===== src/rtl/psr_arbiter.sv =====
// Shares the cartridge PSRAM between console ROM reads (strict priority) and
// MCU req/ack accesses, driving all PSRAM strobes from fixed-length access states.
module psr_arbiter #(
  parameter int ACC_CYC = 4
) (
  input  logic        clk,
  input  logic        rst,
  input  logic        md_rd,
  input  logic [20:0] md_addr,
  output logic [15:0] md_dout,
  output logic        md_dout_vld,
  input  logic        mcu_req,
  input  logic        mcu_we,
  input  logic [21:0] mcu_addr,
  input  logic [15:0] mcu_din,
  output logic [15:0] mcu_dout,
  output logic        mcu_ack,
  output logic [21:0] psr_a,
  input  logic [15:0] psr_di,
  output logic [15:0] psr_do,
  output logic        psr_doe,
  output logic        psr_ce_n,
  output logic        psr_oe_n,
  output logic        psr_we_n,
  output logic        busy
);

  localparam logic [1:0] S_IDLE  = 2'd0;
  localparam logic [1:0] S_MD    = 2'd1;
  localparam logic [1:0] S_MCU   = 2'd2;
  localparam logic [1:0] S_RECOV = 2'd3;
  localparam logic [3:0] LAST    = 4'(ACC_CYC - 1);
  localparam logic [3:0] WE_LAST = 4'(ACC_CYC - 2);

  logic        sync1_q, sync2_q, sync3_q;
  logic [1:0]  state_q, state_d;
  logic [3:0]  cnt_q, cnt_d;
  logic        md_pend_q, md_pend_d;
  logic        md_served_q, md_served_d;
  logic        we_q, we_d;
  logic [21:0] psr_a_q, psr_a_d;
  logic [15:0] psr_do_q, psr_do_d;
  logic        psr_doe_q, psr_doe_d;
  logic        ce_n_q, ce_n_d, oe_n_q, oe_n_d, we_n_q, we_n_d;
  logic [15:0] md_dout_q, md_dout_d, mcu_dout_q, mcu_dout_d;
  logic        vld_q, vld_d, ack_q, ack_d, busy_q, busy_d;
  logic        md_edge, last, enter_md, enter_mcu, md_cap, mcu_cap;

  always_comb begin
    md_edge = sync2_q & ~sync3_q;
    last    = (cnt_q == LAST);
    state_d = state_q;
    cnt_d   = cnt_q;
    case (state_q)
      S_IDLE: begin
        if (md_pend_q || md_edge) begin
          state_d = S_MD;
          cnt_d   = 4'd0;
        end else if (mcu_req) begin
          state_d = S_MCU;
          cnt_d   = 4'd0;
        end
      end
      S_MD, S_MCU: begin
        if (last) state_d = S_RECOV;
        else      cnt_d   = cnt_q + 4'd1;
      end
      default: state_d = S_IDLE;
    endcase

    enter_md  = (state_q == S_IDLE) && (state_d == S_MD);
    enter_mcu = (state_q == S_IDLE) && (state_d == S_MCU);
    md_cap    = (state_q == S_MD)  && last;
    mcu_cap   = (state_q == S_MCU) && last;

    we_d     = enter_mcu ? mcu_we : we_q;
    psr_a_d  = enter_md ? {1'b0, md_addr} : (enter_mcu ? mcu_addr : psr_a_q);
    psr_do_d = enter_mcu ? mcu_din : psr_do_q;

    // Strobes are decoded from the next state so they come straight off flops.
    ce_n_d    = ~((state_d == S_MD) || (state_d == S_MCU));
    oe_n_d    = ~((state_d == S_MD) || ((state_d == S_MCU) && !we_d));
    we_n_d    = ~((state_d == S_MCU) && we_d && (cnt_d >= 4'd1) && (cnt_d <= WE_LAST));
    psr_doe_d = (state_d == S_MCU) && we_d;
    busy_d    = (state_d != S_IDLE);

    md_dout_d  = md_cap ? psr_di : md_dout_q;
    mcu_dout_d = (mcu_cap && !we_q) ? psr_di : mcu_dout_q;
    ack_d      = mcu_cap;
    // sync1_q low means md_rd_s goes low next cycle; clear vld in step with it.
    vld_d      = !sync1_q ? 1'b0 : (md_cap ? sync2_q : vld_q);

    // A read that is still high and never served re-arms the pending flag.
    md_served_d = sync2_q & (md_served_q | enter_md);
    md_pend_d   = enter_md ? 1'b0
                : (md_pend_q | md_edge | (sync2_q & ~vld_q & ~md_served_q));
  end

  always_ff @(posedge clk or posedge rst) begin
    if (rst) begin
      sync1_q     <= 1'b0;
      sync2_q     <= 1'b0;
      sync3_q     <= 1'b0;
      state_q     <= S_IDLE;
      cnt_q       <= 4'd0;
      md_pend_q   <= 1'b0;
      md_served_q <= 1'b0;
      we_q        <= 1'b0;
      psr_a_q     <= 22'd0;
      psr_do_q    <= 16'd0;
      psr_doe_q   <= 1'b0;
      ce_n_q      <= 1'b1;
      oe_n_q      <= 1'b1;
      we_n_q      <= 1'b1;
      md_dout_q   <= 16'd0;
      mcu_dout_q  <= 16'd0;
      vld_q       <= 1'b0;
      ack_q       <= 1'b0;
      busy_q      <= 1'b0;
    end else begin
      sync1_q     <= md_rd;
      sync2_q     <= sync1_q;
      sync3_q     <= sync2_q;
      state_q     <= state_d;
      cnt_q       <= cnt_d;
      md_pend_q   <= md_pend_d;
      md_served_q <= md_served_d;
      we_q        <= we_d;
      psr_a_q     <= psr_a_d;
      psr_do_q    <= psr_do_d;
      psr_doe_q   <= psr_doe_d;
      ce_n_q      <= ce_n_d;
      oe_n_q      <= oe_n_d;
      we_n_q      <= we_n_d;
      md_dout_q   <= md_dout_d;
      mcu_dout_q  <= mcu_dout_d;
      vld_q       <= vld_d;
      ack_q       <= ack_d;
      busy_q      <= busy_d;
    end
  end

  assign md_dout     = md_dout_q;
  assign md_dout_vld = vld_q;
  assign mcu_dout    = mcu_dout_q;
  assign mcu_ack     = ack_q;
  assign psr_a       = psr_a_q;
  assign psr_do      = psr_do_q;
  assign psr_doe     = psr_doe_q;
  assign psr_ce_n    = ce_n_q;
  assign psr_oe_n    = oe_n_q;
  assign psr_we_n    = we_n_q;
  assign busy        = busy_q;

endmodule


===== config.mk =====
export PLATFORM = sky130hd
export DESIGN_NAME = psr_arbiter
export DESIGN_NICKNAME = d
export VERILOG_FILES = /design/src/rtl/psr_arbiter.sv
export SDC_FILE = /design/constraint.sdc
export NUM_CORES = 1
export LEC_CHECK = 0
export BUFFER_PORTS_ARGS = -buffer_cell sky130_fd_sc_hd__buf_4
export CORE_MARGIN = 2
export CORE_UTILIZATION = 43
export DETAILED_ROUTE_END_ITERATION = 8
export MAX_ROUTING_LAYER = met4
export PLACE_DENSITY = 0.75
export SLEW_MARGIN = 30
export SYNTH_ARGS = -nofsm -noshare
export SYNTH_HDL_FRONTEND = slang
export SYNTH_SLANG_ARGS = --single-unit

===== constraint.sdc =====
create_clock -name clk -period 2.4 [get_ports clk]
set_input_delay 0.24 -clock clk [delete_from_list [all_inputs] [get_ports clk]]
set_output_delay 0.24 -clock clk [all_outputs]
set_load 0.1 [all_outputs]

==> results.md <==
* Synth Register Bits at 89
* Rows at 33
* Register Area at 2231 µm²
* Post-DRT Antenna Nets at 0
* Post-layout minimum cycle time at 2286 ps
* Final count of hold timing violations at 0
* Leading area contributor after synthesis: dfrtp_1
* CP peak stage delay at 440 ps
* Fin crit share at 95.25%
* Crit path DAT at 2550 ps
* EDFF count, synth at 0
* Layout area overhead at 45.13%
* Ys Warns at 0
* Drt total wl at 9.035 mm
* Max clock buf depth at 2
* Placed Area at 5112 µm²
* Worst rel slew slack at 67.61%
* R2r endpoint: psr_we_n
* Final setup margin at 114.1 ps
* CP Buf/Inv Count at 1
* Initial antenna violation count at 0
* TritonCTS buffer count at 9
* Crit path max-delay family: simple AND/OR/NAND/NOR gates
* Max Cap Violations at 0
* Ys flop type: dfrtp_1
* End-of-flow core utilization at 65.00%
* Initial Utilization at 44.79%
* Die Span Y at 96.75 µm
* Final setup fails at 0
* Gate Count Post-Synth at 279
* Most numerous cell in the Yosys netlist: dfrtp_1
* TritonRoute pass-1 iters at 4
* Die ar. at 9360 µm²
* Slew @ Worst Pin at 485.8 ps
* Commonest cells post-synth: dfrtp_1, mux2_2, nand2_1, o21ai_0, mux2i_1
* Largest net degree at the start of global routing at 90
* Layout cells sized above 1 at 55.90%
* Worst Skew at 8.312 ps
* CP startpoint kind: register
* Mapped Avg Cell Area at 13.26 µm²
* Setup WS pre-CTS at 89.31 ps
* Vias in the first global route at 2947
* CP cell instances: nor2b_1, o21ai_0, a31oi_2, inv_1, ha_2, nand2_2, mux2i_1, nor2b_1, or4b_1
* Clk root buf: clkbuf_8
* Worst Path Max Fanout at 5
* Via density at 5.036
* Initial drt markers at 70
* Top Layer Used: met4
* Synth unique cells at 32
* Post-route cell area at 5368 µm²
* Die width at 96.75 µm
* M1 WL at 3.696 mm
* RSZ-0062 raised after global routing: true
* Met3 routed WL at 443 µm
* Post-synth top area share at 58.19%
* Number of antenna repair diodes at 0
* Post-synth ARST share at 100.0%
* Origin of the critical flop-to-flop path: sync2_q
* # IOs at 157
* Sequential area share after synthesis at 60.32%
* Synthesized cell area at 3699 µm²
* Critical path class: register to register
* Num Clock Sinks at 89
* Dpl hpwl at 6.579 mm
* Layout Nets at 542
* Placed cells at 544
* Global-route wire length before repair at 14.21 mm
* Port bufs at 156
* Gp weighted congestion at 0.8526
* DR DRC count at 0
* Tot GR Track Use at 19.40%
* Mapped Nets at 367
* Fin cells at 563
* Clk Latency, worst-skew pair at 340 ps
* Required @ worst endpoint at 2660 ps
* Area of the multi-input gates at 1379 µm²
* Fill cells at 644
* Max Slew Vio Count at 0
* Mean routed wirelength per cell at 16.05 µm
* Setup crit end kind: register
* Clock Pin Slew Worst Setup and Hold Paths at 90 ps
* CTS H-tree depth at 3
* Register-to-Register Path Depth at 9
* Most used cell, CP: nor2b_1
* Core area at 8258 µm²
* Congestion Overflow GR at 0
* CTS tree: built
* CP max-delay cell: or4b_1
* Fmax at 437.5 MHz
* Vias at 2835
* Most area-consuming cells after synthesis: dfrtp_1, mux2_2, mux2i_1
* R2R Setup Slk at 110 ps
* Worst min path class: input port to asynchronous set/reset pin
* Wire length on met2 at 4.706 mm
* Status: completed
## cells by family (layout without fill, tap and decap cells)
kind of cell	after synthesis	after routing	share of synthesized area, %
AO/OA/AOI/OAI	39	39	6.597
adder cells (fa/ha/maj)	8	8	2.706
flip-flops	89	89	60.32
XOR/XNOR	1	1	0.2368
multiplexers	72	72	21.11
AND/OR/NAND/NOR	45	45	6.191
buffers and inverters	25	204	2.842
## worst min-delay path, stage by stage
cell	delay (ps)
buf_4	120
clkinvlp_4	70
buf_12	360
## worst max-delay path by stage
stage	start	slack, ps	endpoint	cells after the start
after detailed placement	cnt_q[1]	90	psr_a[10]	11
after floorplan	cnt_q[0]	-40	psr_a[0]	11
after global routing	cnt_q[1]	-30	psr_we_n	10
final	sync2_q	110	psr_we_n	9
after CTS	cnt_q[1]	50	psr_a[10]	11
after global placement	cnt_q[0]	180	psr_do[8]	9
## metrics by stage
stage / hold WS (ps) / TNS [ps]
floorplan: 271.4 / -822.7
global placement: 350.1 / 0
detailed placement: 351.4 / 0
CTS: 33.18 / 0
global route: 46.26 / -285.5
finish: 2.292 / 0
## flip-flops by register name, indices dropped and copies added, names as in the netlist, 2 cells and up
signal    count
md_dout      16
psr_a        22
cnt_q         4
mcu_dout     16
state_q       2
psr_do       16
## placed cells by master (no fill, tap or decap), drive strengths merged, types with 2 or more instances in the layout
master / instances
a21oi: 5
a31oi: 2
and2: 3
buf: 175
clkbuf: 10
clkinv: 2
clkinvlp: 3
dfrtp: 86
dfstp: 3
ha: 8
inv: 12
mux2: 48
mux2i: 24
nand2: 26
nor2: 4
nor2b: 5
nor4b: 2
o21ai: 26
o2bb2ai: 2
## timing repair
item | 4_1_cts | 5_1_grt
hold endpoints to repair | 1 | 0
setup endpoints to repair | 0 | 38
buffers inserted | 0 | 2
hold buffers | 1 | 0
resized for setup | 0 | 7
## layer usage
metal  track usage, %  vias up
met5                -        -
met4            7.151        0
met3            3.902       15
met2            32.64      103
met1            23.20     1395
li1                 -     1322
## cell type report
type,count,area share (%)
flip-flops and latches,89,41.56
repair buffers,177,25.83
clock inverters,6,1.259
well taps,105,2.448
clock buffers,9,2.308
multi-input cells,165,25.69
inverters,12,0.9091
Power is left out: the tool's default activity adds up to more than one toggle a clock period on the data nets, which glitch-free logic cannot reach.
